### config.mk
export PLATFORM = sky130hd
export DESIGN_NAME = riscv_wb_arbiter
export DESIGN_NICKNAME = d
export VERILOG_FILES = /design/src/rtl/riscv_wb_arbiter.sv
export SDC_FILE = /design/constraint.sdc
export NUM_CORES = 1
export LEC_CHECK = 0
export BUFFER_PORTS_ARGS = -buffer_cell sky130_fd_sc_hd__buf_2
export CAP_MARGIN = 20
export CORE_MARGIN = 4
export CORE_UTILIZATION = 58
export CTS_BUF_LIST = sky130_fd_sc_hd__clkbuf_4
export CTS_CLUSTER_DIAMETER = 200
export DETAILED_ROUTE_END_ITERATION = 8
export PLACE_DENSITY = 0.88
export RECOVER_POWER = 100
export SLEW_MARGIN = 10
export SYNTH_ARGS = -nofsm -noshare
export SYNTH_HDL_FRONTEND = slang
export SYNTH_SLANG_ARGS = --single-unit
### constraint.sdc
create_clock -name clk -period 3.9 [get_ports clk]
set_clock_uncertainty 0.15 [all_clocks]
set_input_delay 0.585 -clock clk [delete_from_list [all_inputs] [get_ports clk]]
set_output_delay 0.585 -clock clk [all_outputs]
set_load 0.02 [all_outputs]
### src/rtl/riscv_wb_arbiter.sv
// Register-file write-port arbiter: merges the non-stallable pipeline writeback with
// MDU results (valid/ready), and keeps a scoreboard of MDU-reserved destinations.
module riscv_wb_arbiter #(
  parameter int unsigned XLEN       = 32,
  parameter int unsigned STARVE_MAX = 4
) (
  input  logic            clk,
  input  logic            reset,
  input  logic            pipe_we,
  input  logic [4:0]      pipe_rd,
  input  logic [XLEN-1:0] pipe_wd,
  input  logic            mdu_valid,
  output logic            mdu_ready,
  input  logic [4:0]      mdu_rd,
  input  logic [XLEN-1:0] mdu_wd,
  input  logic            issue_valid,
  input  logic [4:0]      issue_rd,
  input  logic [4:0]      ra1,
  input  logic [4:0]      ra2,
  output logic            stall_rs,
  output logic            wb_stall,
  output logic [31:0]     pending,
  output logic            we3,
  output logic [4:0]      wa3,
  output logic [XLEN-1:0] wd3
);

  localparam int unsigned NREG  = 32;
  localparam int unsigned RW    = 5;
  localparam int unsigned CNT_W = 4;

  logic            we3_q, we3_d;
  logic [RW-1:0]   wa3_q, wa3_d;
  logic [XLEN-1:0] wd3_q, wd3_d;
  logic [NREG-1:0] pending_q, pending_d;
  logic            hold_valid_q, hold_valid_d;
  logic [RW-1:0]   hold_rd_q, hold_rd_d;
  logic [XLEN-1:0] hold_wd_q, hold_wd_d;
  logic [CNT_W-1:0] starve_q, starve_d;

  logic            pipe_req;
  logic            mdu_xfer;
  logic            mdu_live;
  logic [NREG-1:0] set_vec;
  logic [NREG-1:0] clr_vec;

  assign mdu_ready = !hold_valid_q && !reset;
  assign pipe_req  = pipe_we && (pipe_rd != RW'(0));
  assign mdu_xfer  = mdu_valid && mdu_ready;
  // An accepted beat to x0 completes the handshake but is otherwise dropped.
  assign mdu_live  = mdu_xfer && (mdu_rd != RW'(0));

  // Priority: pipe, then held MDU result, then a fresh MDU beat.
  always_comb begin
    we3_d        = 1'b0;
    wa3_d        = wa3_q;
    wd3_d        = wd3_q;
    hold_valid_d = hold_valid_q;
    hold_rd_d    = hold_rd_q;
    hold_wd_d    = hold_wd_q;
    starve_d     = starve_q;
    set_vec      = '0;
    clr_vec      = '0;

    if (pipe_req) begin
      we3_d = 1'b1;
      wa3_d = pipe_rd;
      wd3_d = pipe_wd;
      if (mdu_live) begin
        hold_valid_d = 1'b1;
        hold_rd_d    = mdu_rd;
        hold_wd_d    = mdu_wd;
      end
      if (hold_valid_q && (starve_q != CNT_W'(STARVE_MAX))) begin
        starve_d = starve_q + CNT_W'(1);
      end
    end else if (hold_valid_q) begin
      we3_d              = 1'b1;
      wa3_d              = hold_rd_q;
      wd3_d              = hold_wd_q;
      hold_valid_d       = 1'b0;
      starve_d           = '0;
      clr_vec[hold_rd_q] = 1'b1;
    end else if (mdu_live) begin
      we3_d           = 1'b1;
      wa3_d           = mdu_rd;
      wd3_d           = mdu_wd;
      clr_vec[mdu_rd] = 1'b1;
    end

    if (issue_valid && (issue_rd != RW'(0))) begin
      set_vec[issue_rd] = 1'b1;
    end

    // Set applied after clear so a same-cycle reservation survives.
    pending_d    = (pending_q & ~clr_vec) | set_vec;
    pending_d[0] = 1'b0;
  end

  always_ff @(posedge clk) begin
    if (reset) begin
      we3_q        <= 1'b0;
      wa3_q        <= '0;
      wd3_q        <= '0;
      pending_q    <= '0;
      hold_valid_q <= 1'b0;
      hold_rd_q    <= '0;
      hold_wd_q    <= '0;
      starve_q     <= '0;
    end else begin
      we3_q        <= we3_d;
      wa3_q        <= wa3_d;
      wd3_q        <= wd3_d;
      pending_q    <= pending_d;
      hold_valid_q <= hold_valid_d;
      hold_rd_q    <= hold_rd_d;
      hold_wd_q    <= hold_wd_d;
      starve_q     <= starve_d;
    end
  end

  assign we3      = we3_q;
  assign wa3      = wa3_q;
  assign wd3      = wd3_q;
  assign pending  = pending_q;
  assign wb_stall = (starve_q == CNT_W'(STARVE_MAX));
  assign stall_rs = ((ra1 != RW'(0)) && pending_q[ra1]) ||
                    ((ra2 != RW'(0)) && pending_q[ra2]);

endmodule
### After elaboration in Yosys (flattened, before gate mapping)

Cells that the tools add are included.

| word-level totals | value |
|---|---|
| register bits after elaboration | 112 |
| bits of input ports | 94 |
| output and inout bits | 73 |
| logic and storage cells | 75 |

| operators by class | value |
|---|---|
| $add $sub $neg | 1 |
| $lt $le $gt $ge | 8 |
| equality and inequality tests | 3 |
| multiplexer cells | 26 |
| bitwise operators | 4 |
| reduce and logical (&&, ||, !) cells | 24 |

Operators by type and width:

| cell | number |
|---|---|
| $mux 32 | 7 |
| $and 32x32->32 | 1 |
| $not 32->32 | 1 |
| $or 32x32->32 | 1 |
| $lt 5x6->1 const B | 5 |
| $reduce_bool 5->1 | 5 |
| $demux 1 s5 | 3 |
| $ge 5x1->1 const B | 3 |
| $mux 5 | 3 |
| $mux 4 | 3 |
| $logic_and 1x1->1 | 11 |
| $bmux 1 s5 | 2 |
| $mux 1 | 8 |
| $add 4x1->4 const B | 1 |
| $eq 4x3->1 const B | 1 |
| $ne 4x3->1 const B | 1 |
| $reduce_and 2->1 | 2 |
| $reduce_bool 3->1 | 1 |
| $logic_not 1->1 | 2 |
| $ne 2x1->1 const B | 1 |
| $reduce_bool 2->1 | 1 |
| $reduce_or 2->1 | 1 |
| $logic_or 1x1->1 | 1 |
| $not 1->1 | 1 |

### Depth between registers and ports, before layout

Gate-level depths: netlist of the first run.

| logic depth | value |
|---|---|
| depth after elaboration | 10 |
| gate-level depth with buffers | 8 |
| gate-level depth less buffers | 7 |

### Worst setup path after synthesis of the first run

OpenSTA, ideal clock, no wires.

| path | value |
|---|---|
| path kind | in2out |
| start | input ra1[2] |
| end | output stall_rs |
| arrival | 1.962 ns |
| data required time | 3.165 ns |
| slack | 1.203 ns |
| stages | 6 |
| path buffers | 1 |
| path through | buf_2 mux4_2 mux2i_1 nor3b_1 a311oi_1 nand4_1 |

| on the way | value |
|---|---|
| cells in the longest elaborated chain, start to end | 4 |
| elaborated cells between the ends (all ways) | 5 |
| those cells by class | mux: 2; reduce/logical: 3 |

RTL lines:

| item | RTL line | source |
|---|---|---|
| start, declared | 18 | `input logic [4:0] ra1,` |
| $bmux 1 s5 | 127 | `assign stall_rs = ((ra1 != RW'(0)) && pending_q[ra1]) \|\|` |
| $mux 1 (implied by the code) | 127 |  |
| $logic_and 1x1->1 (*) | 127 |  |
| $logic_or 1x1->1 (*) | 127 |  |
| end, declared | 20 | `output logic stall_rs,` |

Mark *: on every way between the ends. The rest lies on a longest branch, timed or not. The select of a mux whose other input is x is not followed.

### Final worst setup path of the first run

Ends and elaborated chain as after synthesis.

==> results.md, run 1 <==
- Crit Path Class: input pin to primary output
- Core Util, Final: 0.676
- Static Leak: 2.52 nW
- Layout fillers: 864
- Multi-input gate area: 0.00332 mm2
- Cells after synthesis: 690
- Clk pin slew, worst setup/hold paths: 0.16 ns
- Worst Max-Slew Pin Slew: 1.64 ns
- Synth top area cells: dfxtp_1 38%, nand2_1 9.7%, mux2_2 8.0%, mux2i_1 7.0%, a21oi_1 6.1%
- WP data required: 3.16 ns
- Wire length per cell: 16.7 um
- Combinational Power Share: 0.183
- CTS Root Cell: clkbuf_4
- Max Slew Vio Count: 46
- Num rows: 36
- DRC viols: 0
- Final Worst Setup Slack: 0.696 ns
- Vias in the first global route: 5,331
- Run status: finished, violations left
- Tcrit/Tclk final: 0.822
- DP HPWL: 11,800 um
- TritonCTS clock tree: yes
- Violations in the final reports: max-capacitance violations, max-slew violations
- Hold bufs inserted after CTS: 0
- RSZ-0062 raised after global routing: false
- Internal power: 0.00147 W
- Xor and xnor fraction of the mapped netlist area: 0
- Sequential cell area: 0.00222 mm2
- Synthesized-area fraction occupied by and/or/nand/nor cells: 0.181
- Full die area: 0.0118 mm2
- Synth area leader: dfxtp_1
- DRT antenna net count: 0
- Hold Vio Cnt, Final: 0
- Nets@finish: 914
- Setup crit start: ra1[2]
- First drt pass iteration count: 6
- Main combinational cell family by area after synthesis: multiplexers
- CTS Sinks: 111
- Buffers on Ports: 165
- Largest net degree at the start of global routing: 78
- Hold Path Class: input pin to register
- Cell Chain, Critical Path: clkbuf_1, mux4_2, mux2i_1, nor3b_1, a311oi_1, nand4_1, buf_2
- Ys Warns: 0
- Via count: 5,613
- Final Critical Period: 3.20 ns
- Seq pwr share: 0.577
- Post-place instance area: 0.00664 mm2
- Area Growth Syn to Fin: 12.8%
- Post-CTS sizing: 0
- Synth Register Bits: 111
- Sequential area share after synthesis: 0.378
- Maximum vdd drop: 0.262 mV
- Synth Area in Adders: 0.00425
- Chip Width: 109 um
- Net Switching: 0.000634 W
- CP Launch Type: input pin
- Clk_lat worst skew: 0.45 ns
- Sw Share: 0.301
- Fmax: 0.312 GHz
- Pwr dens: 318 mW/mm2
- Synth cell types: 57
- CP endpoint kind: primary output
- Max incr delay on CP: 0.58 ns
- Maximum root-to-sink buffer count: 2
- Most frequent cells in the layout: 152 x nand2_1, 111 x dfxtp_1, 93 x buf_2
- Routability cong.: 0.900
- Setup Fix Bufs, Post-CTS: 0
- Slew margin rel.: -0.101
- Clock power share: 0.240
- Critical-path maximum fanout: 11
- Routed wire length: 16,000 um
- IO Pins: 167
- Num CTS Buffers: 9
- Initial Utilization: 0.599
- Ant. Diodes: 0
- Initial antenna violation count: 0
- Final instance area: 0.00664 mm2
- Synth Area in Compound Gates: 0.188
- Share of cells above drive strength 1: 0.213
- Worst endpoint data arrival time: 2.47 ns
- Slowest CP cell: mux4_2
- Die height: 109 um
- H-tree levels: 3
- Maxcap violations: 2
- Hold Crit Start: pipe_wd[19]
- R2R Setup Slk: 0.86 ns
- DP Worst Slack: 0.978 ns
- Syn Std Cell Area: 0.00588 mm2
- First-pass GRT wire length: 25,600 um
- Core area: 0.00982 mm2
- Global Route Usage Sum: 0.269
- Global route total overflow: 0
- Syn nets: 786
- Delay-heaviest family, CP: multiplexers
- Share of the synthesized area in the top cell type: 0.378
- Post-synthesis mux area share: 0.192
- Vias/cell: 5.88
- Synth Area per Inst: 8.53 um2
- Most common cell after layout, fill and taps aside: nand2_1
- WP buf/inv: 2
- Setup TNS: 0 ns
- Setup Viol. Count Final: 0
- FF-to-FF Start: hold_valid_q
- Iteration-0 DRC Markers: 421
[area by class of cell]
cell class	instances	area share
clock buffer	11	0.0124
inverter	7	0.00396
multi-input combinational	518	0.501
clock inverter	3	0.00339
timing repair buffer	171	0.120
tap	133	0.0251
sequential	111	0.335
[power by group through the flow]
stage | combinational (W) | sequential, W | clock (W)
CTS | 0.000396 | 0.00121 | 0.000510
floorplan | 0.000229 | 0.00127 | 0
finish | 0.000386 | 0.00122 | 0.000507
global placement | 0.000381 | 0.00124 | 0
global route | 0.000423 | 0.00122 | 0.000552
detailed placement | 0.000395 | 0.00124 | 0
[stage by stage]
| step | hold WS, ns | power (W) | cells |
|---|---|---|---|
| 2_1_floorplan | 0.283 | 0.00150 | 690 |
| 6_report | 0.154 | 0.00211 | 954 |
| 5_1_grt | 0.137 | 0.00220 | 954 |
| 3_5_place_dp | 0.296 | 0.00163 | 940 |
| 4_1_cts | 0.138 | 0.00212 | 954 |
| 3_3_place_gp | 0.289 | 0.00162 | 940 |
[worst min-delay path: stages]
cell     delay [ns]
buf_2          0.07
nand2_1        0.03
o21ai_0        0.05
[cells in the mapped netlist, drive strengths merged]
cell,instances
o311a,1
mux2i,41
a2111oi,1
o2111ai,1
mux2,42
nand4,1
a32oi,3
a31oi,2
a311oi,1
o22a,2
and4,1
ha,2
nor4bb,1
a41oi,3
nor4b,1
mux4,11
a31o,1
a221oi,2
buf,34
a22oi,23
or4,1
nor4,1
nand3,3
o21ai,73
a211oi,1
inv,7
o32ai,1
and2,2
nand3b,7
a21oi,74
o22ai,1
nor2,25
nand2,152
clkbuf,20
nor3b,9
conb,1
and3b,1
nand2b,8
nor3,8
nor2b,8
dfxtp,111
and3,2
[state kept, by name (all words and copies together) (netlist names)]
signal,cells
wd3,32
hold_rd_q,5
wa3,5
starve_q,4
hold_wd_q,32
hold_valid_q,1
we3,1
pending,31
[path summary, 6_finish.rpt]
check,cells after the start,endpoint
min reg2reg,2,hold_wd_q[26]
max reg2reg,5,pending[2]
max,7,stall_rs
min,3,wd3[19]
[kinds of logic (layout without fill, tap and decap cells)]
kind of cell	Yosys count	after routing
other cells	1	1
mux	94	94
fa+ha+maj	2	2
flops	111	111
compound gates	190	190
simple gates	231	231
buf+inv	61	192
[metal layers]
metal,vias up,global-route usage,part of all wire,routed length (um)
li1,2701,-,-,-
met1,2581,0.324,0.39,6240
met2,286,0.468,0.49,7820
met3,45,0.0693,0.092,1470
met4,0,0.0866,0.027,425
met5,-,0,0,0
Note: power is estimated with default switching activity, not from simulation.
==> run 2: changes to the inputs <==
Settings changed: CORE_UTILIZATION 58 to 54, PLACE_DENSITY 0.88 to 0.82.
Clock period 3.9 ns to 3.32 ns, I/O delays scaled along.
==> run 2 against run 1 <==
  * The flow still finishes with violations (max-capacitance violations, max-slew violations)
  * Clock power grew 33%
  * Sequential cell count is the same
  * Via count hardly changed
  * First-iteration DRC count down 16%
  * Critical endpoint is now pending[1]
  * Largest cell class unchanged
  * Largest power group unchanged
  * Highest routed layer unchanged
==> results.md, run 2 (synthesis gave the netlist of run 1 again) <==
- Num rows: 37
- Max Slew Vio Count: 78
- Hold bufs inserted after CTS: 0
- Hold Path Class: input pin to register
- Area Growth Syn to Fin: 13.6%
- Worst endpoint data arrival time: 2.98 ns
- Slew margin rel.: -0.0544
- Tcrit/Tclk final: 0.859
- Pwr dens: 383 mW/mm2
- CP Launch Type: register
- Full die area: 0.0126 mm2
- Crit Path Class: register to register
- First-pass GRT wire length: 27,000 um
- Post-CTS sizing: 0
- Worst Max-Slew Pin Slew: 1.58 ns
- Sw Share: 0.290
- Setup TNS: 0 ns
- Net Switching: 0.000742 W
- Vias/cell: 5.83
- R2R Setup Slk: 0.47 ns
- DRT antenna net count: 0
- Hold Vio Cnt, Final: 0
- Slowest CP cell: clkbuf_2
- Core Util, Final: 0.639
- Final instance area: 0.00668 mm2
- CTS Sinks: 111
- Run status: finished, violations left
- Clk pin slew, worst setup/hold paths: 0.16 ns
- IO Pins: 167
- WP buf/inv: 1
- Chip Width: 112 um
- Maxcap violations: 1
- Post-place instance area: 0.00664 mm2
- Routability cong.: 0.927
- Fmax: 0.351 GHz
- Layout fillers: 936
- Cell Chain, Critical Path: clkbuf_2, nand2_1, nor2_1, a22oi_1, o21ai_0, a21oi_1
- Combinational Power Share: 0.179
- Largest net degree at the start of global routing: 78
- Most frequent cells in the layout: 152 x nand2_1, 110 x dfxtp_1, 93 x buf_2
- DRC viols: 0
- First drt pass iteration count: 5
- Share of cells above drive strength 1: 0.217
- H-tree levels: 3
- Core area: 0.0105 mm2
- Critical-path maximum fanout: 41
- Global Route Usage Sum: 0.257
- CTS Root Cell: clkbuf_4
- Final Critical Period: 2.85 ns
- Initial antenna violation count: 1
- Wire length per cell: 17.1 um
- Internal power: 0.00182 W
- Global route total overflow: 0
- WP data required: 3.45 ns
- Violations in the final reports: max-capacitance violations, max-slew violations
- RSZ-0062 raised after global routing: false
- Maximum root-to-sink buffer count: 2
- Seq pwr share: 0.557
- Delay-heaviest family, CP: buffers and inverters
- Iteration-0 DRC Markers: 355
- Die height: 112 um
- CP endpoint kind: register
- Maximum vdd drop: 0.192 mV
- Clock power share: 0.264
- Max incr delay on CP: 0.84 ns
- Clk_lat worst skew: 0.45 ns
- Initial Utilization: 0.562
- DP HPWL: 12,100 um
- Nets@finish: 914
- Setup Fix Bufs, Post-CTS: 0
- Via count: 5,610
- Routed wire length: 16,400 um
- Vias in the first global route: 5,570
- Setup Viol. Count Final: 0
- Static Leak: 2.55 nW
- Num CTS Buffers: 9
- Most common cell after layout, fill and taps aside: nand2_1
- TritonCTS clock tree: yes
- Hold_ws: 0.0746 ns
- Buffers on Ports: 165
[run 2: tightest hold or removal path, cell delays in order]
cell	delay [ns]
buf_2	0.07
nand2_1	0.03
o21ai_0	0.05
[run 2: cell type report]
class | count | area [um2] | area share
Timing Repair Buffer | 171 | 786 | 0.118
Inverter | 7 | 26.3 | 0.00393
Clock inverter | 4 | 46.3 | 0.00693
Multi-Input combinational cell | 518 | 3330 | 0.499
Antenna cell | 3 | 7.51 | 0.00112
Tap cell | 136 | 170 | 0.0255
Sequential cell | 111 | 2220 | 0.333
Clock buffer | 12 | 90.1 | 0.0135
[run 2: power groups by stage]
stage               Clock, W  Sequential, W  Combinational (W)
floorplan                  0        0.00149           0.000269
global placement           0        0.00145           0.000454
detailed placement         0        0.00145           0.000470
CTS                 0.000683        0.00142           0.000472
global route        0.000735        0.00143           0.000505
finish              0.000676        0.00143           0.000460
[run 2: metal layers]
metal | up-vias | wire [um] | global-route usage
met3 | 33 | 1450 | 0.0679
met1 | 2655 | 6540 | 0.309
met5 | - | 0 | 0
met2 | 228 | 8100 | 0.444
met4 | 0 | 351 | 0.0889
li1 | 2694 | - | -
[run 2: through the flow]
stage	instances	setup slack [ns]	power (W)
after floorplan	690	0.797	0.00176
after global placement	943	0.665	0.00190
after detailed placement	943	0.565	0.00192
after CTS	959	0.515	0.00258
after global routing	960	0.245	0.00267
final	962	0.470	0.00256
[run 2: final timing paths]
| path | from | cells past startpoint | end |
|---|---|---|---|
| hold reg to reg | hold_wd_q[28] | 2 | hold_wd_q[28] |
| setup reg to reg | hold_valid_q | 6 | pending[1] |
| setup / recovery | hold_valid_q | 6 | pending[1] |
| hold / removal | pipe_wd[6] | 3 | wd3[6] |
